[src/rtl/key_pkg.sv]
// Shared constants and arbiter state encoding for the key conditioning block.
package key_pkg;

  localparam int unsigned DEB_CYC_DEF = 500000;
  localparam int unsigned CNT_W_DEF   = 20;

  typedef enum logic [1:0] {
    IDLE   = 2'b00,
    HOLD_A = 2'b01,
    HOLD_B = 2'b10
  } arb_state_e;

endpackage

[src/rtl/key_debounce.sv]
// One key channel: 2-flop synchronizer, stability counter and accepted level.
// level_c is the level the channel will hold after the coming edge.
module key_debounce
  import key_pkg::*;
#(
  parameter int unsigned DEB_CYC = DEB_CYC_DEF,
  parameter int unsigned CNT_W   = CNT_W_DEF
) (
  input  logic clk,
  input  logic clr,
  input  logic key_raw,
  output logic level_c
);

  localparam logic [CNT_W-1:0] CNT_MAX = CNT_W'(DEB_CYC - 1);

  logic             sync1_q, sync2_q;
  logic             stable_q, stable_d;
  logic [CNT_W-1:0] cnt_q, cnt_d;

  // Accept a new level only after DEB_CYC consecutive disagreeing samples.
  always_comb begin
    stable_d = stable_q;
    cnt_d    = '0;
    if (sync2_q != stable_q) begin
      if (cnt_q == CNT_MAX) begin
        stable_d = sync2_q;
      end else begin
        cnt_d = cnt_q + CNT_W'(1);
      end
    end
  end

  always_ff @(posedge clk or posedge clr) begin
    if (clr) begin
      sync1_q  <= 1'b0;
      sync2_q  <= 1'b0;
      stable_q <= 1'b0;
      cnt_q    <= '0;
    end else begin
      sync1_q  <= key_raw;
      sync2_q  <= sync1_q;
      stable_q <= stable_d;
      cnt_q    <= cnt_d;
    end
  end

  assign level_c = stable_d;

endmodule

[src/rtl/key_conditioner.sv]
// Debounces the two hold keys and the pause button, arbitrates the holds
// (A wins ties), toggles pause and pulses mode_chg on any output change.
module key_conditioner
  import key_pkg::*;
#(
  parameter int unsigned DEB_CYC = DEB_CYC_DEF,
  parameter int unsigned CNT_W   = CNT_W_DEF
) (
  input  logic clk,
  input  logic clr,
  input  logic key_stopa,
  input  logic key_stopb,
  input  logic key_pause,
  output logic stopa,
  output logic stopb,
  output logic pause,
  output logic mode_chg
);

  logic       lvl_a_c, lvl_b_c, lvl_p_c;
  logic       lvl_p_q;
  arb_state_e state_q, state_d;
  logic       stopa_q, stopa_d;
  logic       stopb_q, stopb_d;
  logic       pause_q, pause_d;
  logic       mode_chg_q, mode_chg_d;

  key_debounce #(.DEB_CYC(DEB_CYC), .CNT_W(CNT_W)) u_deb_a (
    .clk(clk), .clr(clr), .key_raw(key_stopa), .level_c(lvl_a_c)
  );
  key_debounce #(.DEB_CYC(DEB_CYC), .CNT_W(CNT_W)) u_deb_b (
    .clk(clk), .clr(clr), .key_raw(key_stopb), .level_c(lvl_b_c)
  );
  key_debounce #(.DEB_CYC(DEB_CYC), .CNT_W(CNT_W)) u_deb_p (
    .clk(clk), .clr(clr), .key_raw(key_pause), .level_c(lvl_p_c)
  );

  // Arbiter reacts on the same edge the debounced level is accepted.
  always_comb begin
    state_d = state_q;
    unique case (state_q)
      IDLE: begin
        if (lvl_a_c)      state_d = HOLD_A;
        else if (lvl_b_c) state_d = HOLD_B;
      end
      HOLD_A:  if (!lvl_a_c) state_d = IDLE;
      HOLD_B:  if (!lvl_b_c) state_d = IDLE;
      default: state_d = IDLE;
    endcase

    stopa_d = (state_d == HOLD_A);
    stopb_d = (state_d == HOLD_B);

    // Entering a hold clears pause; presses only count while idle.
    pause_d = pause_q;
    if (state_d != IDLE) begin
      pause_d = 1'b0;
    end else if ((state_q == IDLE) && lvl_p_c && !lvl_p_q) begin
      pause_d = !pause_q;
    end

    mode_chg_d = (stopa_d ^ stopa_q) | (stopb_d ^ stopb_q) | (pause_d ^ pause_q);
  end

  always_ff @(posedge clk or posedge clr) begin
    if (clr) begin
      state_q    <= IDLE;
      lvl_p_q    <= 1'b0;
      stopa_q    <= 1'b0;
      stopb_q    <= 1'b0;
      pause_q    <= 1'b0;
      mode_chg_q <= 1'b0;
    end else begin
      state_q    <= state_d;
      lvl_p_q    <= lvl_p_c;
      stopa_q    <= stopa_d;
      stopb_q    <= stopb_d;
      pause_q    <= pause_d;
      mode_chg_q <= mode_chg_d;
    end
  end

  assign stopa    = stopa_q;
  assign stopb    = stopb_q;
  assign pause    = pause_q;
  assign mode_chg = mode_chg_q;

endmodule

[config.mk]
export PLATFORM = sky130hd
export DESIGN_NAME = key_conditioner
export DESIGN_NICKNAME = d
export VERILOG_FILES = /design/src/rtl/key_pkg.sv /design/src/rtl/key_debounce.sv /design/src/rtl/key_conditioner.sv
export SDC_FILE = /design/constraint.sdc
export NUM_CORES = 1
export LEC_CHECK = 0
export CAP_MARGIN = 40
export CORE_MARGIN = 2
export CORE_UTILIZATION = 65
export DETAILED_ROUTE_END_ITERATION = 8
export PLACE_DENSITY = 0.83
export SLEW_MARGIN = 10
export SYNTH_ARGS = -nofsm -noshare
export SYNTH_HDL_FRONTEND = slang
export SYNTH_SLANG_ARGS = --single-unit
[constraint.sdc]
create_clock -name clk -period 3.35 [get_ports clk]
set_clock_uncertainty 0.1 [all_clocks]
set_input_delay 0.335 -clock clk [delete_from_list [all_inputs] [get_ports clk]]
set_output_delay 0.335 -clock clk [all_outputs]
set_load 0.02 [all_outputs]
-- Word level (Yosys, flattened, before mapping)
Cells that the tools add are included.
- muxes and demuxes: 19
- $add $sub $neg: 3
- equality and inequality tests: 10
- bitwise logic cells: 5
- reductions and logical operators: 6
- operators by type and width (cell ; count):
    $mux W20 ; 6
    $add A20 B1 Y20 const B ; 3
    $eq A20 B19 Y1 const B ; 3
    $mux W1 ; 8
    $mux W2 ; 4
    $pmux W2 S3 ; 1
    $eq A2 B1 Y1 const B ; 2
    $eq A2 B2 Y1 const B ; 2
    $ne A1 B1 Y1 ; 3
    $xor A1 B1 Y1 ; 3
    $logic_and A1 B1 Y1 ; 2
    $logic_not A1 Y1 ; 2
    $logic_not A2 Y1 ; 1
    $or A1 B1 Y1 ; 2
    $reduce_bool A2 Y1 ; 1
- output and inout port bits: 4
- input bits: 5
- flip-flop bits (word level): 75
- logic and storage cells: 60

-- Longest topological paths before layout
Gate-level depths: netlist of the first run.
- depth in word-level cells: 10
- depth in mapped cells: 7
- mapped depth without buffers: 7

-- Hierarchy
From an unflattened synthesis of the first run, not the netlist that was laid out.
- cell total of the unflattened synthesis: 354
- area, all modules: 3733.6 um^2
- by module, submodules not included (module ; sequential area each (um^2) ; cells an instance ; times used ; area each (um^2)):
    key_debounce ; 575.6 ; 111 ; 3 ; 1144.8
    key_conditioner ; 175.2 ; 21 ; 1 ; 299.0

-- Worst setup path before layout of the first run
No wires, ideal clock.
- path type: register to register
- start point: register u_deb_a.cnt_q[0]
- end point: register mode_chg_q, in the netlist mode_chg
- data required time: 3.124 ns
- path slack: 1.434 ns
- stages on the path, launching flop included: 8
- clock period less this slack: 1.916 ns
- arrival time: 1.690 ns
- buffers on the path: 0
- library setup time: 0.126 ns
- cell sequence: dfrtp_1 -> ha_1 -> nand4_2 -> nor4_4 -> nand4_4 -> mux2i_4 -> and4b_1 -> nor3_2
- word-level cells in the longest chain between the ends: 9
- elaborated cells between the ends (all ways): 15
- those cells by class: eq/ne: 3; mux: 6; bitwise: 5; reduce/logical: 1
- ends and longest elaborated chain (what ; RTL line ; text):
    start: declaration ; key_debounce.sv:19 ; logic [CNT_W-1:0] cnt_q, cnt_d;
    start signal: assignment ; key_debounce.sv:44 ; cnt_q <= cnt_d;
    $eq A20 B19 Y1 * ; key_debounce.sv:26 ; if (cnt_q == CNT_MAX) begin
    $mux W1 * ; key_debounce.sv:26 ;
    $mux W1 * ; key_debounce.sv:25 ; if (sync2_q != stable_q) begin
    $mux W2, on equally long branches ; key_conditioner.sv:46, key_conditioner.sv:43 ;
    $pmux W2 S3 * ; key_conditioner.sv:41 ; unique case (state_q)
    net state_d[0] ; key_conditioner.sv:22 ; arb_state_e state_q, state_d;
    $eq A2 B1 Y1 (tied with other cells) ; key_conditioner.sv:51 ; stopa_d = (state_d == HOLD_A);
    $xor A1 B1 Y1 or $mux W1 (tied branches) ; key_conditioner.sv:62, key_conditioner.sv:56 ;
    $or A1 B1 Y1 or $xor A1 B1 Y1 (tied branches) ; key_conditioner.sv:62 ; mode_chg_d = (stopa_d ^ stopa_q) | (stopb_d ^ stopb_q) | (pause_d ^ pause_q);
    $or A1 B1 Y1 * ; key_conditioner.sv:62 ;
    net mode_chg_d ; key_conditioner.sv:26 ; logic mode_chg_q, mode_chg_d;
    end signal: assignment ; key_conditioner.sv:79 ; mode_chg_q <= mode_chg_d;
    end: declaration ; key_conditioner.sv:26 ;
Mark *: on every way through the listed nets, which the timed path passes. The rest lies on a longest branch.

-- Worst setup path after layout of the first run
- start point: register u_deb_a.cnt_q[0]
- end point: register u_deb_a.cnt_q[8]
- word-level cells in the longest chain between the ends: 3
- elaborated cells between the ends (all ways): 4
- those cells by class: add/sub: 1; eq/ne: 1; mux: 2
- ends and longest elaborated chain (what ; RTL line):
    $add A20 B1 Y20 or $eq A20 B19 Y1 (tied branches) ; key_debounce.sv:29, key_debounce.sv:26
    $mux W20 * ; key_debounce.sv:26
    $mux W20 * ; key_debounce.sv:25
    net u_deb_a.cnt_d[8] ; key_debounce.sv:19
Marks and branches as above.

==> results.yml, run 1 <==
timing:
  max_freq_ghz: 0.4596
  setup_viol: 0
  rsz0062_at_grt: "false"
  max_slew_margin: 0.5573
  fin_crit_ns: 2.176
  tns_ns: 0
  worst_slack_ns: 1.174
  worst_slew_pin_slew_ns: 0.6589
  hold_viol: 0
  min_period_over_period: 0.6495
  slew_violations: 0
  hold_ws_ns: 0.1752
pwr:
  peakVddDrop_uv: 369.0
  p_leak_nw: 1.708
  p_per_area_mw_per_mm2: 444.1
  p_sw_mw: 0.4149
  switching_share: 0.2428
  pwr-share-seq: 0.544
  p_int_mw: 1.294
  power_frac_comb: 0.035
  p_clk_frac: 0.421
clock_network:
  cts_tree: "built"
  htreeDepth: 3
  cts_setup_buffers: 0
  root_buffer: "clkbuf_8"
  numCtsBuffers: 9
  worst_setup_hold_path_clk_slew_ns: 0.08
  clock_latency_ns: 0.36
  numClockSinks: 75
  cts_hold_buf: 0
  clk_path_buf_depth: 2
  cts_resized: 0
grt:
  grt-ovfl-total: 0
  grt_pass1_vias: 2464
  grt_max_degree: 68
  track_usage: 0.2457
  grt_pass1_wl_um: 11250
  antenna_found_initial: 0
cells_and_area:
  drive_gt1_frac: 0.08123
  antenna_cells: 0
  fillCellCount: 355
  layout_common_cells: "nor2_1 (75), dfrtp_1 (75), xor2_1 (35), nand2_1 (26), xnor2_1 (20)"
  nets: 360
  area.growth.synth_to_final_pct: 11.29
synthesis:
  synth_top_cell_by_area: "dfrtp_1"
  ys_ff_latch: 75
  synth_edf_count: 0
  synth_seq_area_share: 0.5429
  synth_area_sq_mm: 0.003457
  synthDistinctLibCells: 33
  ys.flop_type: "dfrtp_1"
  synth.avg_cell_area_sq_um: 10.29
  netlist.area_leader.share: 0.5429
  synth_fp_nets: 344
  synthCells: 336
  synthTopCellsByArea: "dfrtp_1 (54%), xor2_1 (8.9%), nor2_1 (8.1%)"
  yosys_warnings: 0
  synth-async-reset-ratio: 1.000
die:
  num_io_pins: 9
  rows: 26
  die_h_um: 76.93
  core_area_sq_mm: 0.005107
  start_util: 0.6769
  die_w_um: 76.93
  die_area_sq_mm: 0.005918
setup_path:
  worstPathMaxFanout: 19
  cp-end-kind: "register"
  cp_data_arrival_time_ns: 2.29
  path_class: "reg -> reg"
  cp.required_ns: 3.47
  worstSetupStartpointType: "register"
drt:
  drc: 0
  num_vias: 2396
  antenna_left: 0
  wl_per_cell_um: 14.70
  drtPass1Iterations: 4
  drt-vias-per-instance: 5.611
  totalWireLength_um: 6275
  drtIter0Drc: 97
place:
  io_buffers: 8
  dp_hpwl_um: 4169
  place.gp.congestion: 0.7709
  place_ws_ns: 1.165
status:
  status: "finished, final reports clean"
min_path:
  hold_class: "in -> async"
flow_run:
  maxCapViolations: 0
stage by stage:
stage / util / std cells / instance area, sq um / power [mW]
CTS: 0.7533 / 427 / 3847 / 1.732
floorplan: - / 336 / 3457 / 0.9838
global route: 0.7533 / 427 / 3847 / 1.776
global placement: 0.7073 / 410 / 3612 / 0.9994
detailed placement: 0.7126 / 411 / 3640 / 1.008
finish: 0.7533 / 427 / 3847 / 1.709
layer usage:
layer  track usage  up-vias  share of wire
met3       0.07294       13          0.028
li1              -     1154              -
met5             0        -              0
met2        0.4325       28           0.53
met4       0.09636        0          0.018
met1        0.2805     1201           0.42
critical path: stages, from the launching register on:
cell and delay (ns):
dfrtp_1 0.41, ha_1 0.24, nand4_2 0.15, nor4_4 0.29
nand4_4 0.19, nand2_1 0.54, nor2_1 0.12
synthesized netlist by cell type (all sizes together) (4+ instances only):
library cell,instances
and3,11
nor3,10
xnor2,20
or3,4
nor2,75
dfrtp,75
nand3,18
nand4,13
inv,8
mux2i,4
nor4b,4
buf,4
o21ai,4
xor2,35
nand2,26
sequential cells by signal (all words and copies together), names as in the netlist:
name,flops
u_deb_a.cnt_q,20
u_deb_b.cnt_q,20
u_deb_p.cnt_q,20
state_q,2
mode_chg,1
pause,1
stopa,1
stopb,1
u_deb_a.stable_q,1
u_deb_a.sync1_q,1
u_deb_a.sync2_q,1
u_deb_b.stable_q,1
u_deb_b.sync1_q,1
u_deb_b.sync2_q,1
u_deb_p.stable_q,1
u_deb_p.sync1_q,1
u_deb_p.sync2_q,1
path summary, 6_finish.rpt:
path | cells after the start | slack, ns | start | end
max | 6 | 1.17 | u_deb_a.cnt_q[0] | u_deb_a.cnt_q[8]
min | 3 | 0.18 | clr | u_deb_p.cnt_q[2]
max reg2reg | 6 | 1.17 | u_deb_a.cnt_q[0] | u_deb_a.cnt_q[8]
min reg2reg | 0 | 0.24 | u_deb_a.sync1_q | u_deb_a.sync2_q
max in group asynchronous | 4 | 2.44 | clr | u_deb_p.cnt_q[16]
min in group clk | 0 | 0.24 | u_deb_a.sync1_q | u_deb_a.sync2_q
power groups by stage:
stage	combinational [mW]	clock, mW	sequential [mW]
after floorplan	0.0401	0	0.944
after global placement	0.0540	0	0.945
after detailed placement	0.0613	0	0.946
after CTS	0.0624	0.741	0.929
after global routing	0.0702	0.774	0.931
final	0.0604	0.719	0.929
logic make-up (layout without fill, tap and decap cells):
| group | after synthesis | after routing | share of synthesized area |
|---|---|---|---|
| simple gates | 176 | 176 | 0.2584 |
| flops | 75 | 75 | 0.5429 |
| xor+xnor | 55 | 55 | 0.1393 |
| buf+inv | 14 | 35 | 0.01665 |
| compound gates | 7 | 7 | 0.01013 |
| mux | 6 | 6 | 0.02171 |
| fa+ha+maj | 3 | 3 | 0.01086 |
layout make-up:
class                   instances  area, sq um  area share
multi-input cells             247         1523      0.3958
repair buffers                 11        122.6     0.03187
inverters                       8        30.03    0.007805
well taps                      70        87.58     0.02276
flip-flops and latches         75         1877      0.4878
clock inverters                 7        83.83     0.02179
clock buffers                   9        123.9     0.03220
Power figures use the tool's default switching activity.
==> inputs of run 2 (changes only) <==
--- a/config.mk
+++ b/config.mk
@@ -7,9 +7,9 @@
 export LEC_CHECK = 0
 export CAP_MARGIN = 40
 export CORE_MARGIN = 2
-export CORE_UTILIZATION = 65
+export CORE_UTILIZATION = 61
 export DETAILED_ROUTE_END_ITERATION = 8
-export PLACE_DENSITY = 0.83
+export PLACE_DENSITY = 0.79
 export SLEW_MARGIN = 10
 export SYNTH_ARGS = -nofsm -noshare
 export SYNTH_HDL_FRONTEND = slang
==> constraint.sdc (replaced) <==
create_clock -name clk -period 2.3 [get_ports clk]
set_clock_uncertainty 0.1 [all_clocks]
set_input_delay 0.23 -clock clk [delete_from_list [all_inputs] [get_ports clk]]
set_output_delay 0.23 -clock clk [all_outputs]
set_load 0.02 [all_outputs]
==> results.yml, run 2 (synthesized netlist as in run 1, its figures left out) <==
status:
  status: "finished, final reports clean"
die:
  rows: 27
  die_area_sq_mm: 0.006285
  die_h_um: 79.28
  die_w_um: 79.28
  num_io_pins: 9
  start_util: 0.6278
  core_area_sq_mm: 0.005507
drt:
  wl_per_cell_um: 13.47
  drc: 0
  drt-vias-per-instance: 5.458
  totalWireLength_um: 5819
  num_vias: 2358
  antenna_left: 0
  drtIter0Drc: 130
  drtPass1Iterations: 4
grt:
  grt_max_degree: 50
  grt_pass1_wl_um: 10180
  grt-ovfl-total: 0
  track_usage: 0.2138
  antenna_found_initial: 0
  grt_pass1_vias: 2318
timing:
  max_freq_ghz: 0.4872
  min_period_over_period: 0.8925
  setup_viol: 0
  tns_ns: 0
  slew_violations: 0
  hold_ws_ns: 0.01895
  hold_viol: 0
  worst_slew_pin_slew_ns: 0.5437
  max_slew_margin: 0.6342
  fin_crit_ns: 2.053
  rsz0062_at_grt: "false"
setup_path:
  cp-end-kind: "register"
  cp.required_ns: 2.43
  crit_chain: "nor4_1 -> nand4b_1 -> nor2_1 -> mux2i_2 -> and4b_1 -> nor3_2"
  r2r_slack_ns: 0.25
  worstSetupStartpointType: "register"
  path_class: "reg -> reg"
  worstPathMaxFanout: 5
  reg2reg_from: "u_deb_b.cnt_q[6]"
  cp_data_arrival_time_ns: 2.19
  r2r_end: "mode_chg"
  worst_r2r_path_depth: 6
  crit_slowest_cell: "dfrtp_1"
  slowest_delay_ns: 0.44
place:
  place.gp.congestion: 0.8171
  io_buffers: 8
  dp_hpwl_um: 3966
cells_and_area:
  nets: 363
  antenna_cells: 0
  layout_common_cells: "nor2_1 (75), dfrtp_1 (75), xor2_1 (35), nand2_1 (26), xnor2_1 (20)"
  area.growth.synth_to_final_pct: 12.16
  largestRegisters: "u_deb_a.cnt_q x20, u_deb_b.cnt_q x20, u_deb_p.cnt_q x20"
  drive_gt1_frac: 0.08889
pwr:
  power.total_mw: 2.540
  p_per_area_mw_per_mm2: 655.1
  p_leak_nw: 1.722
  peakVddDrop_uv: 385.4
min_path:
  hold_class: "in -> async"
flow_run:
  maxCapViolations: 0
clock_network:
  clk_path_buf_depth: 2
  numClockSinks: 75
  htreeDepth: 3
  clock_latency_ns: 0.35
  cts_hold_buf: 0
  numCtsBuffers: 9
  cts_tree: "built"
  worst_setup_hold_path_clk_slew_ns: 0.08
  root_buffer: "clkbuf_8"
run 2: what timing repair did:
item	4_1_cts	5_1_grt
buffers inserted	0	0
hold endpoints to repair	0	0
gates resized for setup	0	1
endpoints found under the setup margin	0	1
run 2: power by group:
| group | total, mW | switching (mW) | internal (mW) |
|---|---|---|---|
| clock | 1.10 | 0.491 | 0.613 |
| sequential | 1.35 | 0.0163 | 1.34 |
| combinational | 0.0845 | 0.0556 | 0.0289 |
| total | 2.54 | 0.563 | 1.98 |
run 2: how the worst max path moves through the flow:
stage | slack, ns | to | cells after the start | startpoint
after global placement | 0.30 | mode_chg | 5 | u_deb_a.cnt_q[14]
after detailed placement | 0.24 | mode_chg | 6 | u_deb_b.cnt_q[6]
final | 0.25 | mode_chg | 6 | u_deb_b.cnt_q[6]
after CTS | 0.21 | mode_chg | 6 | u_deb_b.cnt_q[6]
after global routing | 0.002 | mode_chg | 6 | u_deb_b.cnt_q[14]
after floorplan | 0.06 | mode_chg | 1 | clr
run 2: area by class of cell:
| class | instances | area, sq um |
|---|---|---|
| Fill cell | 417 | 1629 |
| Sequential cell | 75 | 1877 |
| Clock buffer | 10 | 127.6 |
| Multi-Input combinational cell | 247 | 1526 |
| Timing Repair Buffer | 14 | 137.6 |
| Tap cell | 72 | 90.09 |
| Inverter | 8 | 30.03 |
| Clock inverter | 6 | 88.84 |
run 2: through the flow:
stage | cell area (sq um) | setup slack (ns) | std cells | utilization
2_1_floorplan | 3457 | 0.06003 | 336 | -
3_3_place_gp | 3657 | 0.3049 | 416 | 0.6642
3_5_place_dp | 3657 | 0.2435 | 416 | 0.6642
4_1_cts | 3874 | 0.2126 | 432 | 0.7035
5_1_grt | 3877 | 0.001728 | 432 | 0.7042
6_report | 3877 | 0.2473 | 432 | 0.7042
run 2: critical path, delay by kind of cell (launching register included):
kind	cells	cell delay (ns)
and+or+nand+nor	5	1.09
muxes	1	0.32
DFF	1	0.44
run 2: per-layer routing:
metal	wire length, um	share of wire	vias up	global-route usage
met1	2777	0.48	1138	0.2765
met3	211	0.036	13	0.06023
li1	-	-	1163	-
met4	125	0.021	0	0.1052
met2	2704	0.46	44	0.3331
met5	0	0	-	0
